`config.mk`:
```
export PLATFORM = sky130hd
export DESIGN_NAME = fetch_stage_flat
export DESIGN_NICKNAME = d
export VERILOG_FILES = /design/src/rtl/fetch_stage_if.sv /design/src/rtl/fetch_stage.sv /design/src/flat_wrapper.sv
export SDC_FILE = /design/constraint.sdc
export NUM_CORES = 1
export LEC_CHECK = 0
export BUFFER_PORTS_ARGS = -buffer_cell sky130_fd_sc_hd__buf_4
export CORE_MARGIN = 2
export CORE_UTILIZATION = 55
export CTS_BUF_LIST = sky130_fd_sc_hd__clkbuf_4 sky130_fd_sc_hd__clkbuf_8
export DETAILED_ROUTE_END_ITERATION = 10
export PLACE_DENSITY = 0.79
export RECOVER_POWER = 50
export SLEW_MARGIN = 20
export SYNTH_ARGS = -nofsm -noshare
export SYNTH_HDL_FRONTEND = slang
export SYNTH_SLANG_ARGS = --single-unit
```
`constraint.sdc`:
```
create_clock -name clk -period 4.3 [get_ports clk]
set_clock_uncertainty 0.1 [all_clocks]
set_input_delay 1.075 -clock clk [delete_from_list [all_inputs] [get_ports clk]]
set_output_delay 1.075 -clock clk [all_outputs]
set_load 0.01 [all_outputs]
```
`src/rtl/fetch_stage_if.sv`:
```
// Instruction-memory handshake between the fetch stage (master) and the memory (slave).
// One request may be outstanding; rdata is qualified by rvalid.
interface fetch_stage_if;
    logic        req;
    logic [15:0] adr;
    logic        ack;
    logic        rvalid;
    logic [15:0] rdata;

    modport master (output req, adr, input ack, rvalid, rdata);
    modport slave  (input req, adr, output ack, rvalid, rdata);
endinterface

```
`src/rtl/fetch_stage.sv`:
```
// Instruction fetch: owns the PC, issues single-outstanding imem requests, buffers
// returned words and loads the IF/ID register consumed by decode.
//
// state   | meaning
// IDLE    | no outstanding request; may issue when enabled and buffer has room
// WAIT    | request acked, returning word will be buffered
// DISCARD | request acked before a redirect, returning word will be dropped
module fetch_stage #(
    parameter logic [15:0] RESET_PC   = 16'h0000,
    parameter logic [15:0] NOP_INST   = 16'h0000,
    parameter int          FIFO_DEPTH = 2
) (
    input  logic          clk,
    input  logic          reset,
    input  logic          en_pc,
    input  logic          en_ifid,
    input  logic          flush_ifid,
    input  logic          redirect,
    input  logic [15:0]   redirect_adr,
    fetch_stage_if.master imem,
    output logic [15:0]   inst_id,
    output logic [15:0]   pcinc_id,
    output logic          valid_id
);
    localparam int PTR_W = $clog2(FIFO_DEPTH);
    localparam logic [PTR_W:0] DEPTH_CNT = (PTR_W + 1)'(FIFO_DEPTH);

    typedef enum logic [1:0] {IDLE, WAIT, DISCARD} state_t;

    state_t           state, state_nxt;
    logic [15:0]      pc;
    logic [15:0]      buf_inst  [FIFO_DEPTH];
    logic [15:0]      buf_pcinc [FIFO_DEPTH];
    logic [PTR_W-1:0] rd_ptr, wr_ptr;
    logic [PTR_W:0]   count;
    logic             buf_empty, issue, push, pop;

    // Gating with reset keeps req low while reset is held, whatever en_pc does.
    assign imem.req  = reset & (state == IDLE) & en_pc & ~redirect & (count < DEPTH_CNT);
    assign imem.adr  = pc;
    assign buf_empty = (count == '0);
    assign issue     = imem.req & imem.ack;
    assign push      = (state == WAIT) & imem.rvalid & ~redirect;
    assign pop       = ~flush_ifid & en_ifid & ~buf_empty;

    always_comb begin
        state_nxt = state;
        case (state)
            IDLE:    if (issue) state_nxt = WAIT;
            WAIT: begin
                if (imem.rvalid)   state_nxt = IDLE;
                else if (redirect) state_nxt = DISCARD;
            end
            DISCARD: if (imem.rvalid) state_nxt = IDLE;
            default: state_nxt = IDLE;
        endcase
    end

    always_ff @(posedge clk or negedge reset) begin
        if (!reset) begin
            state  <= IDLE;
            pc     <= RESET_PC;
            rd_ptr <= '0;
            wr_ptr <= '0;
            count  <= '0;
        end else begin
            state <= state_nxt;
            if (redirect)   pc <= redirect_adr;
            else if (issue) pc <= pc + 16'd1;

            if (redirect) begin
                rd_ptr <= '0;
                wr_ptr <= '0;
                count  <= '0;
            end else begin
                if (push) wr_ptr <= wr_ptr + PTR_W'(1);
                if (pop)  rd_ptr <= rd_ptr + PTR_W'(1);
                if (push & ~pop)      count <= count + (PTR_W + 1)'(1);
                else if (pop & ~push) count <= count - (PTR_W + 1)'(1);
            end
        end
    end

    // In WAIT the PC has already advanced past the issued address, so it is the pcinc.
    always_ff @(posedge clk) begin
        if (push) begin
            buf_inst[wr_ptr]  <= imem.rdata;
            buf_pcinc[wr_ptr] <= pc;
        end
    end

    always_ff @(posedge clk or negedge reset) begin
        if (!reset) begin
            inst_id  <= NOP_INST;
            pcinc_id <= 16'h0000;
            valid_id <= 1'b0;
        end else if (flush_ifid) begin
            inst_id  <= NOP_INST;
            valid_id <= 1'b0;
        end else if (en_ifid) begin
            if (!buf_empty) begin
                inst_id  <= buf_inst[rd_ptr];
                pcinc_id <= buf_pcinc[rd_ptr];
                valid_id <= 1'b1;
            end else begin
                inst_id  <= NOP_INST;
                valid_id <= 1'b0;
            end
        end
    end
endmodule

```
`src/flat_wrapper.sv`:
```
// flat-port wrapper written by rule: the top's interface ports become plain ports
module fetch_stage_flat 
#(
    parameter logic [15:0] RESET_PC   = 16'h0000,
    parameter logic [15:0] NOP_INST   = 16'h0000,
    parameter int          FIFO_DEPTH = 2
)
  (clk, reset, en_pc, en_ifid, flush_ifid, redirect, redirect_adr, inst_id, pcinc_id, valid_id, imem_req, imem_adr, imem_ack, imem_rvalid, imem_rdata);
  fetch_stage_if imem_i ();
  input  logic clk;
  input  logic reset;
  input  logic en_pc;
  input  logic en_ifid;
  input  logic flush_ifid;
  input  logic redirect;
  input  logic [15:0] redirect_adr;
  output logic [15:0] inst_id;
  output logic [15:0] pcinc_id;
  output logic valid_id;
  output wire logic [$bits(imem_i.req)-1:0] imem_req;
  output wire logic [$bits(imem_i.adr)-1:0] imem_adr;
  input wire logic [$bits(imem_i.ack)-1:0] imem_ack;
  input wire logic [$bits(imem_i.rvalid)-1:0] imem_rvalid;
  input wire logic [$bits(imem_i.rdata)-1:0] imem_rdata;
  assign imem_req = imem_i.req;
  assign imem_adr = imem_i.adr;
  assign imem_i.ack = imem_ack;
  assign imem_i.rvalid = imem_rvalid;
  assign imem_i.rdata = imem_rdata;
  fetch_stage #(.RESET_PC(RESET_PC), .NOP_INST(NOP_INST), .FIFO_DEPTH(FIFO_DEPTH)) u_core (.clk(clk), .reset(reset), .en_pc(en_pc), .en_ifid(en_ifid), .flush_ifid(flush_ifid), .redirect(redirect), .redirect_adr(redirect_adr), .imem(imem_i), .inst_id(inst_id), .pcinc_id(pcinc_id), .valid_id(valid_id));
endmodule
```
==> results of run 1 <==
[power by group through the flow]
stage,clock network [W],registers (W),logic (W)
5_1_grt,0.00114,0.00131,0.000215
2_1_floorplan,0,0.00133,0.0000630
4_1_cts,0.00108,0.00130,0.000201
6_report,0.00107,0.00130,0.000193
3_5_place_dp,0,0.00132,0.000200
3_3_place_gp,0,0.00132,0.000192
[cells in the mapped netlist, types with 2 or more instances]
master | count | area [µm²]
nor2_1 | 9 | 33.8
nand2_1 | 55 | 206
inv_1 | 4 | 15.0
a221o_1 | 2 | 20.0
nand3_1 | 10 | 50.1
nand4_1 | 4 | 25.0
o21ai_0 | 39 | 195
xnor2_1 | 5 | 43.8
o311ai_1 | 3 | 26.3
nor3_1 | 4 | 20.0
nor2b_1 | 3 | 18.8
dfrtp_1 | 55 | 1380
or4_1 | 4 | 30.0
edfxtp_1 | 64 | 1920
and3_1 | 2 | 12.5
o311ai_0 | 3 | 26.3
clkbuf_1 | 13 | 48.8
mux2i_1 | 35 | 350
xor2_1 | 2 | 17.5
a21oi_1 | 6 | 30.0
nor4_1 | 4 | 25.0
o211ai_1 | 5 | 37.5
buf_6 | 2 | 22.5
or3_1 | 3 | 18.8
[worst reg2reg max path, cell delays in order, from the launching register on]
cell and delay (ps):
dfrtp_1 460, o21bai_2 1340, o21ai_0 320
[cells by family after synthesis]
logic type | count (synthesis)
flops | 119
xor+xnor | 7
buf+inv | 21
fa+ha+maj | 1
mux | 36
compound gates | 60
simple gates | 105
[flip-flops by register name, summed over array words and instances (netlist names)]
register,count
u_core.buf_inst,32
u_core.buf_pcinc,32
u_core.imem.adr,16
u_core.inst_id,16
u_core.pcinc_id,16
u_core.count,2
u_core.state,2
u_core.rd_ptr,1
u_core.valid_id,1
u_core.wr_ptr,1
[routing by layer]
layer / routed length, µm / GRT usage (%) / part of all wire, % / up-vias
met5: 0 / 0 / 0 / -
met4: 61 / 6.43 / 0.66 / 0
met3: 564 / 7.36 / 6.1 / 4
met2: 4560 / 32.8 / 50 / 128
met1: 4010 / 29.2 / 44 / 1504
li1: - / - / - / 1481
[per-stage QoR]
| step | total power (W) | instance area (µm²) | setup WS, ps | std cells | hold slack (ps) |
|---|---|---|---|---|---|
| floorplan | 0.00139 | 4690 | 843 | 349 | 357 |
| detailed placement | 0.00152 | 5460 | 978 | 529 | 366 |
| finish | 0.00256 | 5840 | 963 | 561 | 378 |
| global placement | 0.00151 | 5450 | 995 | 529 | 361 |
| global route | 0.00266 | 5840 | 908 | 561 | 404 |
| CTS | 0.00258 | 5890 | 970 | 561 | 382 |
[worst paths after layout]
kind                       cells past startpoint  slack (ps)                         from                             end
max                                            4         960                     redirect                        imem_req
min                                            2         380  u_core.valid_id$_DFFE_PN0P_     u_core.valid_id$_DFFE_PN0P_
max reg2reg                                    2        1870  u_core.count[1]$_DFFE_PN0P_  u_core.pcinc_id[9]$_DFFE_PN0P_
min reg2reg                                    2         380  u_core.valid_id$_DFFE_PN0P_     u_core.valid_id$_DFFE_PN0P_
max in group asynchronous                      2        1910                        reset       u_core.rd_ptr$_DFFE_PN0P_
min in group asynchronous                      2        1240                        reset   u_core.inst_id[2]$_DFFE_PN0P_
[area by class of cell]
cell class              instances  area (µm²)
inverters                       4        15.0
clock buffers                  22         278
clock inverters                10         151
multi-input cells             209        1310
repair buffers                 92         651
flip-flops and latches        119        3300
well taps                     105         131
fillers                       583        2380
==> results_dict.tcl, run 1 <==
set metrics [dict create \
    coreArea_um2 8220 \
    ys_types 37 \
    cts.reportedPaths.clkPinSlew_ps 60 \
    cts_root_buf "clkbuf_8" \
    cp.arrival_ps 2160 \
    postCtsHoldBufs 0 \
    ys_async_sr_fraction_pct 46.2 \
    power.density_nw_per_um2 439 \
    rsz0062_at_grt "false" \
    hold_viol 0 \
    synth_mux_area_share_pct 7.73 \
    cpMostUsedCell "buf_4" \
    gp_congestion 0.884 \
    power.switching_w 0.000549 \
    synthSimpleGateAreaFrac_pct 10.6 \
    finalCritPeriodShare_pct 77.6 \
    cts-buffers-inserted 17 \
    cts.sinks 119 \
    synth_area_per_cell_um2 13.4 \
    yosysSeqAreaShare_pct 70.5 \
    grt_pass1_vias 2898 \
    synthCells 349 \
    path_buf_inv 2 \
    crit_required_ps 3120 \
    route.detailed.drc 0 \
    cp-start-kind "input pin" \
    fin_setup_tns_ps 0 \
    violations "max-capacitance violations, max-slew violations" \
    grt_pass1_wl_mm 14.4 \
    p_int_w 0.00201 \
    dpl.hpwl_mm 6.03 \
    ant_nets 0 \
    drive_above_1_share_pct 26.5 \
    ctsResizeCount 0 \
    max_slew_margin_pct -13.5 \
    final_util_pct 71.1 \
    p_seq_share_pct 50.8 \
    start_util_pct 56.9 \
    diodes 0 \
    drtPass1Iterations 4 \
    final_nets 484 \
    worstMarginPinSlew_ps 1700 \
    leakage_nw 2.33 \
    p_clk_share_pct 41.6 \
    final_common_cell "buf_4" \
    status "finished, violations left" \
    port_buffers 89 \
    maxCapViolations 1 \
    cp_slowest_cell "nor4_1" \
    area_growth_pct 24.8 \
    worst_path_dominant_cell_family "simple AND/OR/NAND/NOR gates" \
    fmax_mhz 300 \
    combPwrFrac_pct 7.5 \
    ys_ff_latch 119 \
    cts.path.max_buffers 2 \
    drt-initial-drc-count 131 \
    synth_edf_count 64 \
    maxSlewViolCount 51 \
    h-tree-depth 4 \
    rows 33 \
    setup_viol 0 \
    cts_tree "done" \
    yosysWarnings 0 \
    clock_latency_ps 420 \
    pin_count 90 \
    antenna_found_initial 0 \
    crit_fanout 34 \
    period_minus_slack_ps 3340 \
    synthXorXnorAreaFrac_pct 1.31 \
    die_w_um 96.2 \
    fp.dieArea_um2 9260 \
    peakVddDrop_mv 0.249 \
    gr-total-overflow 0 \
    synthAdderAreaFrac_pct 0.268 \
    crit_path_end_kind "primary output" \
    swShare_pct 21.4 \
    crit_type "in2out" \
    ys_dominant_reg_cell "edfxtp_1" \
    grt_usage_pct 21.4 \
    routed_wirelength_mm 9.20 \
    grt_max_degree 56 \
    final_cell_mix "buf_4, edfxtp_1, nand2_1" \
    cpPeakStageDelay_ps 510 \
    via_per_inst 5.56 \
    path_cells "buf_4 -> nor4_1 -> and3_1 -> buf_4" \
    cts_setup_buffers 0 \
    hp-class "reg2reg" \
    syn_nets 390 \
    syn_area_um2 4680 \
    vias 3117 \
    synth_compound_area_share_pct 7.52 \
    drt-wirelength-per-cell_um 16.4 \
    synth_top_family_by_area "simple AND/OR/NAND/NOR gates" \
    die_y_um 96.2 \
]
Power figures use the tool's default switching activity.
==> run 2, diff against run 1 <==
ABC_AREA = 1   (was not set)
clock period = 3.5 ns   (was 4.3 ns; I/O delays follow)
==> results_dict.tcl, run 2 <==
set metrics [dict create \
    status "finished clean" \
    reg_top3 "u_core.buf_inst: 32 flops, u_core.buf_pcinc: 32 flops" \
    ant_nets 0 \
    area_growth_pct 24.1 \
    ys_async_sr_fraction_pct 46.2 \
    routed_wirelength_mm 10.6 \
    grt_pass1_wl_mm 17.2 \
    diodes 0 \
    hold_viol 0 \
    clock_latency_ps 420 \
    finalCritPeriodShare_pct 80.5 \
    setup_viol 0 \
    synthXorXnorAreaFrac_pct 0.896 \
    synthSimpleGateAreaFrac_pct 19.1 \
    syn_nets 483 \
    via_per_inst 5.51 \
    place_inst 628 \
    crit_type "in2reg" \
    yosysTopAreaCell "edfxtp_1" \
    max_slew_margin_pct 3.90 \
    antenna_found_initial 0 \
    drive_above_1_share_pct 22.8 \
    pin_count 90 \
    grt_usage_pct 23.1 \
    rsz0062_at_grt "false" \
    multi_input_area_um2 1390 \
    drt-wirelength-per-cell_um 16.0 \
    drt-initial-drc-count 219 \
    maxCapViolations 0 \
    synth_most_common_cell "nand2_1" \
    rows 34 \
    ys_dominant_reg_cell "edfxtp_1" \
    start_util_pct 56.3 \
    vias 3639 \
    grtUsageMet2_pct 37.9 \
    holdCritStartpoint "u_core.valid_id$_DFFE_PN0P_" \
    rr_endpoint "u_core.imem.adr[4]$_DFFE_PN0P_" \
    synth_mux_area_share_pct 3.48 \
    gp_congestion 0.847 \
    pre_cts_slack_ps 723 \
    peakVddDrop_mv 0.272 \
    r2r_setup_slack_ps 900 \
    cts.sinks 119 \
    cp.arrival_ps 3010 \
    register_area_um2 3300 \
    cts.reportedPaths.clkPinSlew_ps 70 \
    ys_ff_latch 119 \
    grt_max_degree 56 \
    final_cells 660 \
    fp.dieArea_um2 9660 \
    reg2reg_from "u_core.count[1]$_DFFE_PN0P_" \
    yosysSeqAreaShare_pct 67.5 \
    die_w_um 98.3 \
    synth_compound_area_share_pct 4.79 \
    crit_required_ps 3690 \
    grt_busiest_layer "met2" \
    drtPass1Iterations 5 \
    ctsResizeCount 0 \
    final_common_cell "nand2_1" \
    hold_end "u_core.valid_id$_DFFE_PN0P_" \
    die_y_um 98.3 \
    power.density_nw_per_um2 608 \
    final_cell_mix "nand2_1, buf_4, edfxtp_1" \
    syn_area_um2 4890 \
    final_util_pct 69.9 \
    synth_top_area_share_pct 39.3 \
    h-tree-depth 4 \
    period_minus_slack_ps 2820 \
    synthAdderAreaFrac_pct 0.256 \
    cts-buffers-inserted 17 \
    synth_area_leaders "edfxtp_1, dfrtp_1, nand2_1, nand3_1, mux2i_1" \
    totalPowerFinal_w 0.00369 \
    reg2reg_depth 6 \
    port_buffers 89 \
    fmax_mhz 355 \
    setup_slack_ps 682 \
    ys_types 30 \
    hp-class "reg2reg" \
    use_met3_pct 6.66 \
    final.fill_count 620 \
    worstSetupStartpoint "redirect" \
    synth_area_per_cell_um2 11.1 \
    yosysWarnings 0 \
    cp-start-kind "input pin" \
    final_nets 580 \
    worstMarginPinSlew_ps 1440 \
    coreArea_um2 8680 \
    cts_root_buf "clkbuf_8" \
    synthTopCellsByCount "nand2_1, edfxtp_1, dfrtp_1, nand3_1, nor2_1" \
    maxSlewViolCount 0 \
    synthCells 442 \
    synth_edf_count 64 \
    cts.path.max_buffers 2 \
    route.detailed.drc 0 \
    crit_fanout 23 \
    synth_top_family_by_area "simple AND/OR/NAND/NOR gates" \
    cts_tree "done" \
    leakage_nw 2.58 \
    use_met1_pct 29.7 \
    gr-total-overflow 0 \
    postCtsHoldBufs 0 \
    fin_setup_tns_ps 0 \
    cts_setup_buffers 0 \
    dpl.hpwl_mm 6.56 \
    min_path_cells 2 \
    crit_path_end_kind "flip-flop" \
    grt_pass1_vias 3570 \
]
[run 2: changes by cell type after synthesis, moves of 5 or more]
cell      delta
nor2_1      +22
inv_1       +19
buf_2        +5
o21ai_0     -18
o211ai_1     -5
clkbuf_1     -8
mux2i_1     -18
a31oi_1     +16
nand3_1     +44
a21oi_1      -5
nand2_1     +59
[run 2: worst max-delay path, cell delays in order]
cell and delay (ps):
buf_4 190, nor2_1 190, nand3_2 100, nor2_1 800, nor2_1 530, nand2_1 220, nand3_1 100
[run 2: where the power goes]
| group | internal [W] | switching, W |
|---|---|---|
| clock | 0.000937 | 0.000532 |
| combinational | 0.000247 | 0.000261 |
| sequential | 0.00160 | 0.000113 |
[run 2: kinds of logic (layout without fill, tap and decap cells)]
kind of cell,after synthesis,count (layout)
fa+ha+maj,1,1
mux,17,17
buf+inv,43,153
simple gates,216,216
flops,119,119
xor+xnor,5,5
compound gates,41,41
[run 2: metal layers]
metal	up-vias	routed length (µm)
met5	-	0
met4	0	218
met3	26	735
met2	158	5250
met1	1744	4370
li1	1711	-
[run 2: worst max-delay path by stage]
stage,to,depth (start not counted)
global placement,u_core.buf_inst[0][3]$_DFFE_PP_,6
finish,u_core.imem.adr[4]$_DFFE_PN0P_,7
floorplan,u_core.buf_inst[0][0]$_DFFE_PP_,4
detailed placement,u_core.buf_inst[0][6]$_DFFE_PP_,6
global route,u_core.imem.adr[12]$_DFFE_PN0P_,7
CTS,imem_req,5
[run 2: per-stage QoR]
step	hold slack [ps]	instance area, µm²
after floorplan	381	4890
after global placement	396	5650
after detailed placement	400	5650
after CTS	419	6120
after global routing	453	6070
final	416	6070
[run 2: cell type report]
type | count | share of cell area (%)
clock inverter | 8 | 2.78
inverter | 27 | 1.67
tap | 108 | 2.23
clock buffer | 24 | 5.03
timing repair buffer | 94 | 11.0
multi-input combinational | 280 | 22.9
sequential | 119 | 54.4
==> run 3, diff against run 2 <==
CORE_UTILIZATION = 52   (was 55)
PLACE_DENSITY = 0.78   (was 0.79)
clock period = 2.55 ns   (was 3.5 ns; I/O delays follow)
==> results_dict.tcl, run 3 (synthesis results as in run 2) <==
set metrics [dict create \
    maxSlewViolCount 0 \
    clock_latency_ps 410 \
    die_y_um 101 \
    cts-buffers-inserted 17 \
    whs_ps 300 \
    max_slew_margin_pct 4.74 \
    gp_congestion 0.845 \
    crit_type "in2reg" \
    grt_max_degree 56 \
    cts_tree "done" \
    cts_root_buf "clkbuf_8" \
    final_cell_mix "nand2_1, buf_4, edfxtp_1" \
    final.fill_count 713 \
    crit_required_ps 2710 \
    drive_above_1_share_pct 23.4 \
    port_buffers 89 \
    combPwrFrac_pct 14.5 \
    grt_pass1_vias 3579 \
    via_per_inst 5.39 \
    worstMarginPinSlew_ps 1430 \
    pin_count 90 \
    power.switching_w 0.00129 \
    ctsResizeCount 0 \
    coreArea_um2 9200 \
    cp.arrival_ps 2320 \
    drt-wirelength-per-cell_um 15.6 \
    reg_top3 "u_core.buf_inst: 32 flops, u_core.buf_pcinc: 32 flops" \
    die_w_um 101 \
    maxCapViolations 0 \
    route.detailed.drc 0 \
    finalCritPeriodShare_pct 85.0 \
    crit_fanout 18 \
    p_int_w 0.00351 \
    leakage_nw 2.55 \
    cts.path.max_buffers 2 \
    rows 35 \
    totalPowerFinal_w 0.00480 \
    final_common_cell "nand2_1" \
    register_area_um2 3300 \
    period_minus_slack_ps 2170 \
    postCtsHoldBufs 0 \
    diodes 0 \
    rsz0062_at_grt "false" \
    cp-start-kind "input pin" \
    crit_path_end_kind "flip-flop" \
    multi_input_area_um2 1400 \
    fmax_mhz 461 \
    area_growth_pct 23.7 \
    swShare_pct 26.8 \
    ant_nets 0 \
    grt_pass1_wl_mm 17.0 \
    status "finished clean" \
    routed_wirelength_mm 10.3 \
    fin_setup_tns_ps 0 \
    hold_viol 0 \
    dpl.hpwl_mm 6.88 \
    h-tree-depth 4 \
    setup_viol 0 \
    start_util_pct 53.2 \
    gr-total-overflow 0 \
    p_seq_share_pct 49.3 \
    peakVddDrop_mv 0.327 \
    cts.sinks 119 \
    pre_cts_slack_ps 398 \
    hp-class "in2reg" \
    vias 3576 \
    p_clk_share_pct 36.2 \
    setup_slack_ps 382 \
    fp.dieArea_um2 10200 \
    cts_setup_buffers 0 \
    antenna_found_initial 0 \
    grt_usage_pct 22.0 \
    drtPass1Iterations 4 \
    cts.reportedPaths.clkPinSlew_ps 70 \
    power.density_nw_per_um2 794 \
    final_nets 580 \
    drt-initial-drc-count 181 \
]
## run 3: path summary, 6_finish.rpt
path | start | end | slack [ps] | cells after the start
min in group asynchronous | reset | u_core.imem.adr[8]$_DFFE_PN0P_ | 730 | 2
max in group asynchronous | reset | u_core.imem.adr[12]$_DFFE_PN0P_ | 780 | 2
max | en_ifid | u_core.inst_id[4]$_DFFE_PN0P_ | 380 | 6
min reg2reg | u_core.inst_id[11]$_DFFE_PN0P_ | u_core.inst_id[11]$_DFFE_PN0P_ | 410 | 2
min | imem_rvalid | u_core.state[1]$_DFFE_PN0P_ | 300 | 2
max reg2reg | u_core.rd_ptr$_DFFE_PN0P_ | u_core.pcinc_id[0]$_DFFE_PN0P_ | 520 | 3
## run 3: worst max-delay path: stages
cell and delay (ps):
clkbuf_4 110, inv_1 420, nor2_1 160, nand2_1 230, clkbuf_1 530, o21ai_0 230
## run 3: area by class of cell
cell class                 count  share of cell area, %
sequential                   119                   54.6
multi-input combinational    280                   23.2
timing repair buffer          94                   11.4
clock buffer                  17                   3.87
clock inverter                15                   2.96
tap                          111                   2.30
inverter                      27                   1.68
## run 3: metal layers
layer	routed length, µm	up-vias	global-route usage [%]
li1	-	1712	-
met2	5270	106	36.2
met1	4450	1752	28.5
met5	0	-	0
met3	546	6	5.41
met4	75	0	8.21
## run 3: metrics by stage
| step | std cells | instance area [µm²] | util, % |
|---|---|---|---|
| floorplan | 442 | 4890 | - |
| global placement | 631 | 5690 | 61.8 |
| detailed placement | 631 | 5690 | 61.8 |
| CTS | 663 | 6100 | 66.3 |
| global route | 663 | 6050 | 65.7 |
| finish | 663 | 6050 | 65.7 |
## run 3: power groups by stage
stage                     clock network [W]  logic (W)  registers [W]
after floorplan                           0   0.000288        0.00242
after detailed placement                  0   0.000712        0.00240
final                               0.00174   0.000698        0.00236
after global routing                0.00184   0.000774        0.00239
after global placement                    0   0.000683        0.00239
after CTS                           0.00177   0.000714        0.00236
